<file path="src/rtl/fir_decim_requant_if.sv">
// Valid/ready bundle between the FIR output, the decimating requantizer and its consumer.
interface fir_decim_requant_if #(
    parameter int IN_W  = 16,
    parameter int OUT_W = 8
);
    logic                    in_valid;
    logic signed [IN_W-1:0]  in_data;
    logic                    out_valid;
    logic                    out_ready;
    logic signed [OUT_W-1:0] out_data;

    modport master (
        output in_valid, in_data, out_ready,
        input  out_valid, out_data
    );

    modport slave (
        input  in_valid, in_data, out_ready,
        output out_valid, out_data
    );
endinterface

</file>
<file path="src/rtl/fir_decim_requant.sv">
// Keeps 1 of DECIM FIR samples, rounds/shifts/saturates it to OUT_W bits and
// queues the result in a show-ahead FIFO for a valid/ready consumer.
module fir_decim_requant #(
    parameter int IN_W  = 16,
    parameter int OUT_W = 8,
    parameter int SHIFT = 2,
    parameter int DECIM = 2,
    parameter int DEPTH = 4
) (
    input  logic                     clk,
    input  logic                     reset,
    fir_decim_requant_if.slave       bus,
    output logic [$clog2(DEPTH):0]   fifo_count,
    output logic                     sat_flag,
    input  logic                     clear_sat,
    output logic                     drop_pulse
);
    localparam int AW = $clog2(DEPTH);
    localparam int PW = (DECIM > 1) ? $clog2(DECIM) : 1;
    localparam logic signed [IN_W:0] RND  = (IN_W+1)'(2 ** (SHIFT - 1));
    localparam logic signed [IN_W:0] MAXV = (IN_W+1)'(2 ** (OUT_W - 1) - 1);
    localparam logic signed [IN_W:0] MINV = (IN_W+1)'(-(2 ** (OUT_W - 1)));

    logic [PW-1:0]            phase;
    logic                     keep;
    logic signed [IN_W:0]     t_sum;
    logic signed [IN_W:0]     r_shift;
    logic signed [OUT_W-1:0]  q_data;
    logic                     q_sat;
    logic                     s1_valid;
    logic signed [OUT_W-1:0]  s1_data;
    logic signed [OUT_W-1:0]  mem [DEPTH];
    logic [AW:0]              wr_ptr;
    logic [AW:0]              rd_ptr;
    logic signed [OUT_W-1:0]  last_data;
    logic                     full;
    logic                     pop;
    logic                     push_ok;

    assign keep = bus.in_valid && (phase == '0);

    always_ff @(posedge clk or negedge reset) begin
        if (!reset) begin
            phase <= '0;
        end else if (bus.in_valid) begin
            phase <= (phase == PW'(DECIM - 1)) ? '0 : phase + PW'(1);
        end
    end

    // Sign-extend one bit so adding the rounding constant cannot overflow.
    always_comb begin
        t_sum   = {bus.in_data[IN_W-1], bus.in_data} + RND;
        r_shift = t_sum >>> SHIFT;
        q_sat   = 1'b0;
        q_data  = r_shift[OUT_W-1:0];
        if (r_shift > MAXV) begin
            q_data = MAXV[OUT_W-1:0];
            q_sat  = 1'b1;
        end else if (r_shift < MINV) begin
            q_data = MINV[OUT_W-1:0];
            q_sat  = 1'b1;
        end
    end

    always_ff @(posedge clk or negedge reset) begin
        if (!reset) begin
            s1_valid <= 1'b0;
            s1_data  <= '0;
        end else begin
            s1_valid <= keep;
            if (keep) begin
                s1_data <= q_data;
            end
        end
    end

    // A saturation captured this edge outranks a simultaneous clear request.
    always_ff @(posedge clk or negedge reset) begin
        if (!reset) begin
            sat_flag <= 1'b0;
        end else if (keep && q_sat) begin
            sat_flag <= 1'b1;
        end else if (clear_sat) begin
            sat_flag <= 1'b0;
        end
    end

    assign fifo_count    = wr_ptr - rd_ptr;
    assign full          = (fifo_count == (AW+1)'(DEPTH));
    assign bus.out_valid = (fifo_count != '0);
    assign pop           = bus.out_valid && bus.out_ready;
    assign push_ok       = s1_valid && (!full || pop);
    assign bus.out_data  = bus.out_valid ? mem[rd_ptr[AW-1:0]] : last_data;

    always_ff @(posedge clk) begin
        if (push_ok) begin
            mem[wr_ptr[AW-1:0]] <= s1_data;
        end
    end

    // last_data keeps the most recently consumed entry visible while empty.
    always_ff @(posedge clk or negedge reset) begin
        if (!reset) begin
            wr_ptr     <= '0;
            rd_ptr     <= '0;
            last_data  <= '0;
            drop_pulse <= 1'b0;
        end else begin
            drop_pulse <= s1_valid && !push_ok;
            if (push_ok) begin
                wr_ptr <= wr_ptr + (AW+1)'(1);
            end
            if (pop) begin
                rd_ptr    <= rd_ptr + (AW+1)'(1);
                last_data <= mem[rd_ptr[AW-1:0]];
            end
        end
    end
endmodule

</file>
<file path="src/flat_wrapper.sv">
// flat-port wrapper written by rule: the top's interface ports become plain ports
module fir_decim_requant_flat 
#(
    parameter int IN_W  = 16,
    parameter int OUT_W = 8,
    parameter int SHIFT = 2,
    parameter int DECIM = 2,
    parameter int DEPTH = 4
)
  (clk, reset, fifo_count, sat_flag, clear_sat, drop_pulse, bus_in_valid, bus_in_data, bus_out_ready, bus_out_valid, bus_out_data);
  fir_decim_requant_if #(.IN_W(IN_W), .OUT_W(OUT_W)) bus_i ();
  input  logic clk;
  input  logic reset;
  output logic [$clog2(DEPTH):0] fifo_count;
  output logic sat_flag;
  input  logic clear_sat;
  output logic drop_pulse;
  input wire logic [$bits(bus_i.in_valid)-1:0] bus_in_valid;
  input wire logic [$bits(bus_i.in_data)-1:0] bus_in_data;
  input wire logic [$bits(bus_i.out_ready)-1:0] bus_out_ready;
  output wire logic [$bits(bus_i.out_valid)-1:0] bus_out_valid;
  output wire logic [$bits(bus_i.out_data)-1:0] bus_out_data;
  assign bus_i.in_valid = bus_in_valid;
  assign bus_i.in_data = bus_in_data;
  assign bus_i.out_ready = bus_out_ready;
  assign bus_out_valid = bus_i.out_valid;
  assign bus_out_data = bus_i.out_data;
  fir_decim_requant #(.IN_W(IN_W), .OUT_W(OUT_W), .SHIFT(SHIFT), .DECIM(DECIM), .DEPTH(DEPTH)) u_core (.clk(clk), .reset(reset), .bus(bus_i), .fifo_count(fifo_count), .sat_flag(sat_flag), .clear_sat(clear_sat), .drop_pulse(drop_pulse));
endmodule
</file>
<file path="config.mk">
export PLATFORM = sky130hd
export DESIGN_NAME = fir_decim_requant_flat
export DESIGN_NICKNAME = d
export VERILOG_FILES = /design/src/rtl/fir_decim_requant_if.sv /design/src/rtl/fir_decim_requant.sv /design/src/flat_wrapper.sv
export SDC_FILE = /design/constraint.sdc
export NUM_CORES = 1
export LEC_CHECK = 0
export BUFFER_PORTS_ARGS = -buffer_cell sky130_fd_sc_hd__buf_4
export CORE_ASPECT_RATIO = 1.2
export CORE_MARGIN = 3
export CORE_UTILIZATION = 51
export CTS_CLUSTER_DIAMETER = 40
export DETAILED_ROUTE_END_ITERATION = 12
export PLACE_DENSITY = 0.76
export SLEW_MARGIN = 15
export SYNTH_ARGS = -nofsm -noshare
export SYNTH_HDL_FRONTEND = slang
export SYNTH_SLANG_ARGS = --single-unit
</file>
<file path="constraint.sdc">
create_clock -name clk -period 2.72 [get_ports clk]
set_input_delay 0.68 -clock clk [delete_from_list [all_inputs] [get_ports clk]]
set_output_delay 0.68 -clock clk [all_outputs]
set_load 0.01 [all_outputs]
</file>
Word-level counts from Yosys, hierarchy flattened
Memories as Yosys holds them, arrays and structs flattened.
Index checks and enable logic that the tools add are counted.
{"block": "totals", "wordCells": 38, "mem_count": 1, "output_inout_bits": 14, "mem_bits_rw": 32, "regBits": 26}
{"block": "op_classes", "n_addsub": 5, "n_reduce_logical": 10, "n_mux": 10, "n_eq_ne": 1, "n_lt_le_gt_ge": 2, "n_bitwise": 1}
{"name": "u_core.mem", "depth": 4, "word_bits": 8, "rd": 1, "rd_clocked_by_memory_dff": 0, "wr": 1, "line_no": "fir_decim_requant.sv:32", "source": "logic signed [OUT_W-1:0] mem [DEPTH];"}
{"cell": "$mux 8", "count": 3}
{"cell": "$add 16x3->17 const B", "count": 1}
{"cell": "$gt 15x8->1 const B", "count": 1}
{"cell": "$lt 15x8->1 const B", "count": 1}
{"cell": "$mux 1", "count": 7}
{"cell": "$add 3x1->3 const B", "count": 2}
{"cell": "$logic_and 1x1->1", "count": 5}
{"cell": "$eq 3x3->1 const B", "count": 1}
{"cell": "$reduce_bool 3->1", "count": 1}
{"cell": "$sub 3x3->3", "count": 1}
{"cell": "$logic_not 1->1", "count": 2}
{"cell": "$reduce_bool 2->1", "count": 1}
{"cell": "$add 1x1->1 const B", "count": 1}
{"cell": "$logic_or 1x1->1", "count": 1}
{"cell": "$not 1->1", "count": 1}

Depth between registers and ports, before layout
Gate-level depths: netlist of run 1.
{"block": "depth", "word_depth": 7, "mapped_depth": 9, "ltp_nobuf": 9}

Worst setup path before layout of run 1
OpenSTA, ideal clock, no wires.
{"block": "synth_timing", "kind": "register to output", "start": "register u_core.wr_ptr[0]", "end": "output bus_out_data[0]", "path_stages_with_launch": 8, "n_path_buf": 0, "arrival_ns": 2.057, "setup_slack_ns": -0.017, "required_time_ns": 2.040, "cell_sequence": "dfrtp_1 inv_1 ha_1 fa_1 xnor2_1 xnor2_1 nor2_2 mux2_2"}
{"block": "synth_via", "elab_chain_cells": 3}
{"item": "from (decl)", "line_no": "fir_decim_requant.sv:33", "source": "logic [AW:0] wr_ptr;"}
{"item": "from (signal assigned)", "line_no": "fir_decim_requant.sv:111", "source": "wr_ptr <= wr_ptr + (AW+1)'(1);"}
{"item": "$sub 3x3->3", "line_no": "fir_decim_requant.sv:88", "source": "assign fifo_count = wr_ptr - rd_ptr;"}
{"item": "via fifo_count[2]", "line_no": "flat_wrapper.sv:14", "source": "output logic [$clog2(DEPTH):0] fifo_count;"}
{"item": "$reduce_bool 3->1", "line_no": "fir_decim_requant.sv:90", "source": "assign bus.out_valid = (fifo_count != '0);"}
{"item": "$mux 8", "line_no": "fir_decim_requant.sv:93", "source": "assign bus.out_data = bus.out_valid ? mem[rd_ptr[AW-1:0]] : last_data;"}
{"item": "to (decl)", "line_no": "flat_wrapper.sv:22", "source": "output wire logic [$bits(bus_i.out_data)-1:0] bus_out_data;"}
The timed path passes the listed nets, and every way through them passes these cells.

Worst setup path in the final report of run 1
{"block": "layout_timing", "start": "register u_core.rd_ptr[0]", "end": "output bus_out_data[2]"}
{"block": "layout_via", "elab_chain_cells": 3}
{"item": "from (decl)", "line_no": "fir_decim_requant.sv:34", "source": "logic [AW:0] rd_ptr;"}
{"item": "from (signal assigned)", "line_no": "fir_decim_requant.sv:114", "source": "rd_ptr <= rd_ptr + (AW+1)'(1);"}
{"item": "$sub 3x3->3", "line_no": "fir_decim_requant.sv:88"}
{"item": "$reduce_bool 3->1", "line_no": "fir_decim_requant.sv:90"}
{"item": "$mux 8 *", "line_no": "fir_decim_requant.sv:93"}
Every way passes the cells marked *; elsewhere a longest branch is shown, timed or not.

==> impl_summary.md, run 1 <==
Run status
The flow ran to the end, but the final reports show violations. The checks that failed: setup timing.

Power and ir drop
The leakage power total is 1.40 nW. For this design the ratio of total power to cell area is 1320 nW/um2. Across the VDD grid, the largest voltage drop is 0.557 mV.

Timing
After layout, the worst path uses 110% of the clock period. Summed over all failing endpoints, the final setup total negative slack is -1890 ps. Setup repair after global routing could not meet its margin everywhere. The top achievable clock speed is 334 MHz.

For the pin with the worst max-slew slack, the measured transition is 713 ps. The worst relative slew slack is 52.1%. Clock skew on the completed layout was measured at 5.52 ps. The final number of max-transition violations is 0. The final-report hold violation count was 0. The final-report setup violation count is 9. Setup slack on the critical path of the routed design comes to -272 ps. The smallest clock period supported by the final layout is computed as 2990 ps.

Across all hold checks on the routed design, the worst slack comes to 251 ps.

Routing
The detail route stage leaves a number of antenna-violating nets equal to 0. In the routed design, unresolved DRC markers number 0. The first routing iteration left 45 violations. The vias per cell is 5.33. For this run, the detailed router's first-pass iteration total came to 4. The final routed wire length divided by cell count is 15.1 um.

The final wirelength is 4620 um. Across all layers, the routed design uses 1635 vias.

GRT
The total congestion overflow is 0. Global routing used 17.1% of the available tracks across all layers. The number of antenna violations at the first check in global routing is 0. The global-route wire length before repair is 8020 um. The number of global-route vias before repair is 1754. The pin count of the biggest net entering global routing is 27.

Finish
The core occupancy in the finished layout is 68.9%. From synthesis to final layout, the design area changed by 28.3%. The fraction of layout instances using a drive strength above 1 is 44.1%. The number of filler instances in the final layout is 366. The diode insertion count for antenna repair is 0. In the final design database the tool counted 271 nets.

Critical path
The number of cells on the worst reg-to-reg path is 12. Along the worst path, the maximum fanout reaches 5. The critical path endpoint category is an output port.

The worst setup path is launched from a flip-flop. The type of the worst setup path is reg2out. At the worst endpoint, the required time is 2040 ps.

The capture point of the worst reg-to-reg path is u_core.last_data[2]$_DFFE_PN0P_. The endpoint arrival time on the critical path is 2310 ps. In this run the register-to-register setup slack is 160 ps.

The startpoint identified for the worst register-to-register timing path is u_core.rd_ptr[0]$_DFFE_PN0P_.

Synth
Synthesis instantiated 37 different standard cells from the library. Summing every instance area after synthesis gives 2710 um2. The register bit total from synthesis is 58.

For this run, the register share of the synthesized area comes to 59.5%. The number of synthesis warnings is 0. The cell count after synthesis came out at 187. The average footprint of a synthesized cell is 14.5 um2. When the netlist entered floorplanning its net count stood at 216.

Placement
The pre-CTS setup slack is 8.48 ps. Routability-driven placement finished with a final weighted congestion of 0.738. The final HPWL from detailed placement is 3270 um. During placement, the flow inserted port buffers numbering 33.

Worst hold path
The type of the worst min-delay path is in2async.

Clock tree
The maximum count of clock buffers along a single path is 2. For this design, the sink count on the clock tree is 58. After clock tree synthesis, the clock-pin slew on the worst setup and hold paths is 60 ps. Buffers inserted to repair hold after CTS numbered 0. TritonCTS built the clock tree. The number of H-tree levels is 3. In this run, CTS created clock tree buffers numbering 9. The cell chosen for the clock root is sky130_fd_sc_hd__clkbuf_8. The insertion delay to the later sink of the worst-skew pair is 330 ps.

Floorplanning
The height of the chip is 85.9 um. The initial utilization of the core area, before any placement, comes to 53.7%. The cell row count is 28.

The region available for standard cell placement spans 5040 um2. From left edge to right edge, the die measures 72.5 um. The die area is 6230 um2. In this run the count of I/O pins placed on the die edge is 35.

Job
The max capacitance violation total is 0.
==> critical path, stage by stage, from the launching register on <==
cell and delay, ps:
sky130_fd_sc_hd__dfrtp_1 410, sky130_fd_sc_hd__ha_4 170, sky130_fd_sc_hd__fa_2 340, sky130_fd_sc_hd__xnor2_2 150, sky130_fd_sc_hd__xnor2_2 160, sky130_fd_sc_hd__nor2_4 130, sky130_fd_sc_hd__buf_6 140, sky130_fd_sc_hd__mux2_2 330
sky130_fd_sc_hd__buf_4 150
==> synthesized netlist by cell type <==
| cell type | n | area (um2) |
|---|---|---|
| sky130_fd_sc_hd__nor3b_1 | 2 | 15.0 |
| sky130_fd_sc_hd__and3_4 | 1 | 11.3 |
| sky130_fd_sc_hd__xor2_1 | 8 | 70.1 |
| sky130_fd_sc_hd__edfxtp_1 | 32 | 961 |
| sky130_fd_sc_hd__nor3_1 | 1 | 5.00 |
| sky130_fd_sc_hd__and2_1 | 5 | 31.3 |
| sky130_fd_sc_hd__nand4_1 | 2 | 12.5 |
| sky130_fd_sc_hd__mux2i_1 | 1 | 10.0 |
| sky130_fd_sc_hd__ha_1 | 7 | 87.6 |
| sky130_fd_sc_hd__mux4_2 | 8 | 180 |
| sky130_fd_sc_hd__nor2b_1 | 1 | 6.26 |
| sky130_fd_sc_hd__and3_1 | 1 | 6.26 |
| sky130_fd_sc_hd__xnor2_1 | 7 | 61.3 |
| sky130_fd_sc_hd__nand3_2 | 1 | 10.0 |
| sky130_fd_sc_hd__nor4_1 | 1 | 6.26 |
| sky130_fd_sc_hd__and4_4 | 2 | 22.5 |
| sky130_fd_sc_hd__dfrtp_1 | 26 | 651 |
| sky130_fd_sc_hd__nand2_2 | 1 | 6.26 |
| sky130_fd_sc_hd__o21ai_1 | 7 | 35.0 |
| sky130_fd_sc_hd__o311ai_4 | 1 | 26.3 |
| sky130_fd_sc_hd__a21oi_1 | 8 | 40.0 |
| sky130_fd_sc_hd__nand3_4 | 1 | 17.5 |
| sky130_fd_sc_hd__nand2_1 | 5 | 18.8 |
| sky130_fd_sc_hd__nand3_1 | 7 | 35.0 |
| sky130_fd_sc_hd__o22a_1 | 1 | 8.76 |
| sky130_fd_sc_hd__mux2_2 | 18 | 203 |
| sky130_fd_sc_hd__nand2b_1 | 4 | 25.0 |
| sky130_fd_sc_hd__nor2_2 | 1 | 6.26 |
| sky130_fd_sc_hd__mux2_4 | 1 | 15.0 |
| sky130_fd_sc_hd__nor2_1 | 10 | 37.5 |
| sky130_fd_sc_hd__o21ai_0 | 3 | 15.0 |
| sky130_fd_sc_hd__inv_1 | 6 | 22.5 |
| sky130_fd_sc_hd__clkbuf_1 | 3 | 11.3 |
| sky130_fd_sc_hd__or3b_2 | 1 | 8.76 |
| sky130_fd_sc_hd__a21o_1 | 1 | 7.51 |
| sky130_fd_sc_hd__fa_1 | 1 | 20.0 |
| sky130_fd_sc_hd__buf_1 | 1 | 3.75 |
==> metrics by stage <==
step	power, mW	std cells	cell area [um2]
floorplan	2.53	187	2710
global placement	3.22	287	3110
detailed placement	3.27	287	3110
CTS	4.54	306	3440
global route	4.87	307	3480
finish	4.58	307	3480
==> state kept, by name, indices dropped and copies added, names as in the netlist <==
signal and count:
u_core.phase 1, u_core.sat_flag 1, u_core.drop_pulse 1, u_core.s1_data 8, u_core.rd_ptr 3, u_core.s1_valid 1
u_core.wr_ptr 3, u_core.mem 32, u_core.last_data 8
==> placed cells by master (no fill, tap or decap), drive strengths merged, types with 2 or more instances in the layout <==
cell type and count:
xor2 8, edfxtp 32, nand3 9, clkbuf 9, and3 2, mux2 19
mux4 8, inv 7, o21ai 10, nand2 6, clkinv 2, and2 5
dfrtp 26, nand4 2, xnor2 7, nor3b 2, buf 48, nand2b 4
nor2 11, a21oi 8, bufinv 3, ha 7, and4 2
==> where the power goes <==
| group | internal (mW) | switching [mW] |
|---|---|---|
| Clock | 0.608 | 0.336 |
| Combinational | 1.26 | 0.909 |
| Sequential | 1.29 | 0.179 |
==> metal layers <==
metal	vias to the layer above	routed length, um	GRT usage, %
met4	0	110	9.56
met3	8	177	2.46
met5	-	0	0
met2	39	2520	29.7
met1	786	1810	20.0
li1	802	-	-
==> cells by family after synthesis <==
group                      count (synthesis)  share of synthesized area [%]
DFF                                       58                           59.5
AOI/OAI and AO/OA                         21                           4.89
muxes                                     28                           15.1
buffers and inverters                     10                           1.38
and+or+nand+nor                           47                           10.4
adders and majority gates                  8                           3.97
xor gates and xnor gates                  15                           4.85
==> final cells by class <==
cell class                      count  area, um2  share of cell area [%]
Clock buffer                        9        124                    3.56
Timing Repair Buffer               48        403                    11.6
Multi-Input combinational cell    119       1120                    32.3
Tap cell                           60       75.1                    2.16
Sequential cell                    58       1610                    46.3
Inverter                            6       25.0                   0.719
Clock inverter                      7        116                    3.35
==> how the worst max path moves through the flow <==
stage | slack, ps | start | endpoint | depth (start not counted)
global route | -370 | u_core.wr_ptr[0]$_DFFE_PN0P_ | bus_out_data[2] | 9
floorplan | 5 | u_core.wr_ptr[0]$_DFFE_PN0P_ | bus_out_data[0] | 7
global placement | 30 | u_core.rd_ptr[0]$_DFFE_PN0P_ | bus_out_data[5] | 8
detailed placement | 8 | u_core.rd_ptr[0]$_DFFE_PN0P_ | u_core.wr_ptr[2]$_DFFE_PN0P_ | 9
CTS | -290 | u_core.rd_ptr[0]$_DFFE_PN0P_ | bus_out_data[0] | 8
finish | -270 | u_core.rd_ptr[0]$_DFFE_PN0P_ | bus_out_data[2] | 8
==> what timing repair did <==
action / in CTS / in global routing
endpoints found under the setup margin: 10 / 18
resized for setup: 19 / 8
hold endpoints to repair: 0 / 0
buffers inserted: 2 / 2
cloned: 1 / 0
No activity file was read; power rests on OpenSTA's default activity.
==> run 2: changes to the inputs <==
- BUFFER_PORTS_ARGS: -buffer_cell sky130_fd_sc_hd__buf_4 -> not set
- CORE_UTILIZATION: 51 -> 55
- DONT_BUFFER_PORTS: not set -> 1
- PLACE_DENSITY: 0.76 -> 0.74
==> impl_summary.md, run 2 (synthesized netlist as in run 1, its figures left out) <==
GRT
Summed over all layers, the global routing overflow is 0. The number of global-route vias before repair is 1687. The met2 track utilization from global routing is 31.6%.

The global-route wire length before repair is 8070 um. The number of antenna violations at the first check in global routing is 0. Entering global routing, the biggest net connects 27 pins. The global-route met1 utilization is 19.4%.

The busiest layer in global routing is met2. For this run, the total global-route usage over all layers was measured as 18.1%. For this run, global-route usage on met3 was measured as 5.81%.

Placement
Port buffering added 0 buffers. Once placement finished, the instance area stood at 2820 um2. The global placer's final weighted congestion is 0.724. Before CTS, the worst setup slack after placement is -21.5 ps. After detailed placement, the design holds a cell count of 248. The final HPWL from detailed placement is 3280 um.

Timing
Counting I/O delays and the setup requirement, the final critical path takes 2880 ps. The top achievable clock speed is 347 MHz. The worst clock skew on the final layout is 7.00 ps. The final-report setup violation count is 9. The portion of the clock cycle consumed by the worst path in the final layout is 106%. Setup slack on the critical path of the routed design comes to -159 ps. The worst relative slew slack is 60.9%. The final number of max-transition violations is 0. The final-report hold violation count was 0. Setup repair after global routing could not meet its margin everywhere.

At the pin with the least slew margin, the transition time is 587 ps.

Clock tree
The clock tree synthesis step divided the H-tree into 3 levels. The clock-pin slew on the worst setup and hold paths is 60 ps. Counting the buffers created by CTS gives 9.

The maximum count of clock buffers along a single path is 2. The cell chosen for the clock root is sky130_fd_sc_hd__clkbuf_8. The clock tree from TritonCTS is yes. At the later pin of the worst-skew pair, clock insertion delay measures 330 ps. The total clock sinks is 58.

Finish
The area added between synthesis and finish is 14.8%. Leaving out fill and tap cells, the most frequent cell in the layout is sky130_fd_sc_hd__edfxtp_1. The post-layout instance area is 3110 um2.

For this run, the post-layout net count is 236. In the layout the commonest cells are sky130_fd_sc_hd__edfxtp_1 (32), sky130_fd_sc_hd__dfrtp_1 (26), sky130_fd_sc_hd__buf_4 (11). Cells fill 66.7% of the core in the end.

0 antenna diodes ended up in the layout. The register with the most flip-flops in the layout has 32 of them. The fraction of layout instances using a drive strength above 1 is 35.4%.

The post-layout instance count excluding filler cells is 270.

Run status
The flow ran to the end, but the final reports show violations. The final reports fail on setup timing.

Critical path
The maximum net fanout on the critical path is 5. The critical path endpoint category is an output port. The signal on the critical path passes through inv_2 -> ha_2 -> fa_2 -> xnor2_2 -> xnor2_2 -> nor2_4 -> buf_6 -> mux2_4.

STA puts the critical path data required time at 2040 ps. Among all stages on the critical path, the largest delay is contributed by sky130_fd_sc_hd__dfrtp_1. The worst setup path is launched from a flip-flop.

On the worst path, the slowest cell contributes a delay of 380 ps. The type of the worst setup path is reg2out. The most common cell type on the critical path is sky130_fd_sc_hd__xnor2_2. The endpoint arrival time on the critical path is 2200 ps.

Routing
The final wirelength is 4720 um. The length of the first detailed-routing pass in iterations is 2. The final routed wire length divided by cell count is 17.5 um. In the routed design, unresolved DRC markers number 0. Dividing the detail-routed via count by the number of cells gives 5.71.

The number of nets with antenna violations after detailed routing is 0. For this block, the initial DRC count from the detailed router was 42. The detailed-route via count is 1542.

Floorplanning
The die extent in x is 70.1 um. The die covers 5810 um2. The I/O pin count is 35.

The initialized floorplan defines 27 standard-cell rows. The core region area is 4660 um2. For this configuration, the core starts out at a cell density of 58.1%.

The die is 82.9 um tall.

Power and ir drop
The largest voltage drop on the vdd net is 0.556 mV. The power per unit of standard cell area is 1260 nW/um2. Summed over all cells, the static leakage comes to 1.20 nW.

Worst hold path
The tightest min-delay check is of the in2async type.

Job
The tool flagged a number of max-cap violations equal to 0.
run 2: through the flow:
stage	total power, mW	TNS, ps	hold slack [ps]
floorplan	2.53	0	384
global placement	2.80	0	385
detailed placement	2.90	-168	385
CTS	3.81	-1620	25.3
global route	4.19	-2340	16.3
finish	3.93	-1170	39.9
run 2: what timing repair did:
item / CTS / global route
resized for setup: 16 / 12
pin swaps: 1 / 1
buffers inserted: 3 / 2
hold buffers: 0 / 0
cloned: 1 / 0
setup endpoints to repair: 17 / 42
hold endpoints to repair: 0 / 0
run 2: final cells by class:
class                   instances  area (um2)
flip-flops and latches         58        1610
fillers                       329        1550
multi-input cells             119        1130
clock buffers                  13         149
repair buffers                 13         105
well taps                      58        72.6
inverters                       6        25.0
clock inverters                 3        15.0
run 2: power by group:
group          switching, mW  internal (mW)
clock                  0.303          0.351
sequential             0.193           1.29
combinational          0.847          0.950
run 2: worst paths after layout:
check | startpoint | to | slack (ps) | cells past startpoint
max | u_core.wr_ptr[0]$_DFFE_PN0P_ | bus_out_data[0] | -160 | 8
min | reset | u_core.last_data[3]$_DFFE_PN0P_ | 40 | 0
max reg2reg | u_core.wr_ptr[0]$_DFFE_PN0P_ | u_core.mem[3][1]$_DFFE_PP_ | 100 | 10
min reg2reg | u_core.phase$_DFFE_PN0P_ | u_core.phase$_DFFE_PN0P_ | 470 | 1
max in group asynchronous | reset | u_core.s1_data[7]$_DFFE_PN0P_ | 2600 | 0
min in group clk | bus_in_valid | u_core.phase$_DFFE_PN0P_ | 440 | 1
run 2: worst max-delay path, delay by kind of cell (launching register included):
| family | cells | cell delay (ps) |
|---|---|---|
| DFF | 1 | 380 |
| xor gates and xnor gates | 2 | 310 |
| and+or+nand+nor | 1 | 130 |
| muxes | 1 | 320 |
| adders and majority gates | 2 | 520 |
| buffers and inverters | 2 | 210 |
run 2: per-layer routing:
layer  up-vias  share of wire (%)
li1        734                  -
met1       750                 40
met2        48                 53
met3        10                5.1
met4         0                2.4
met5         -                  0
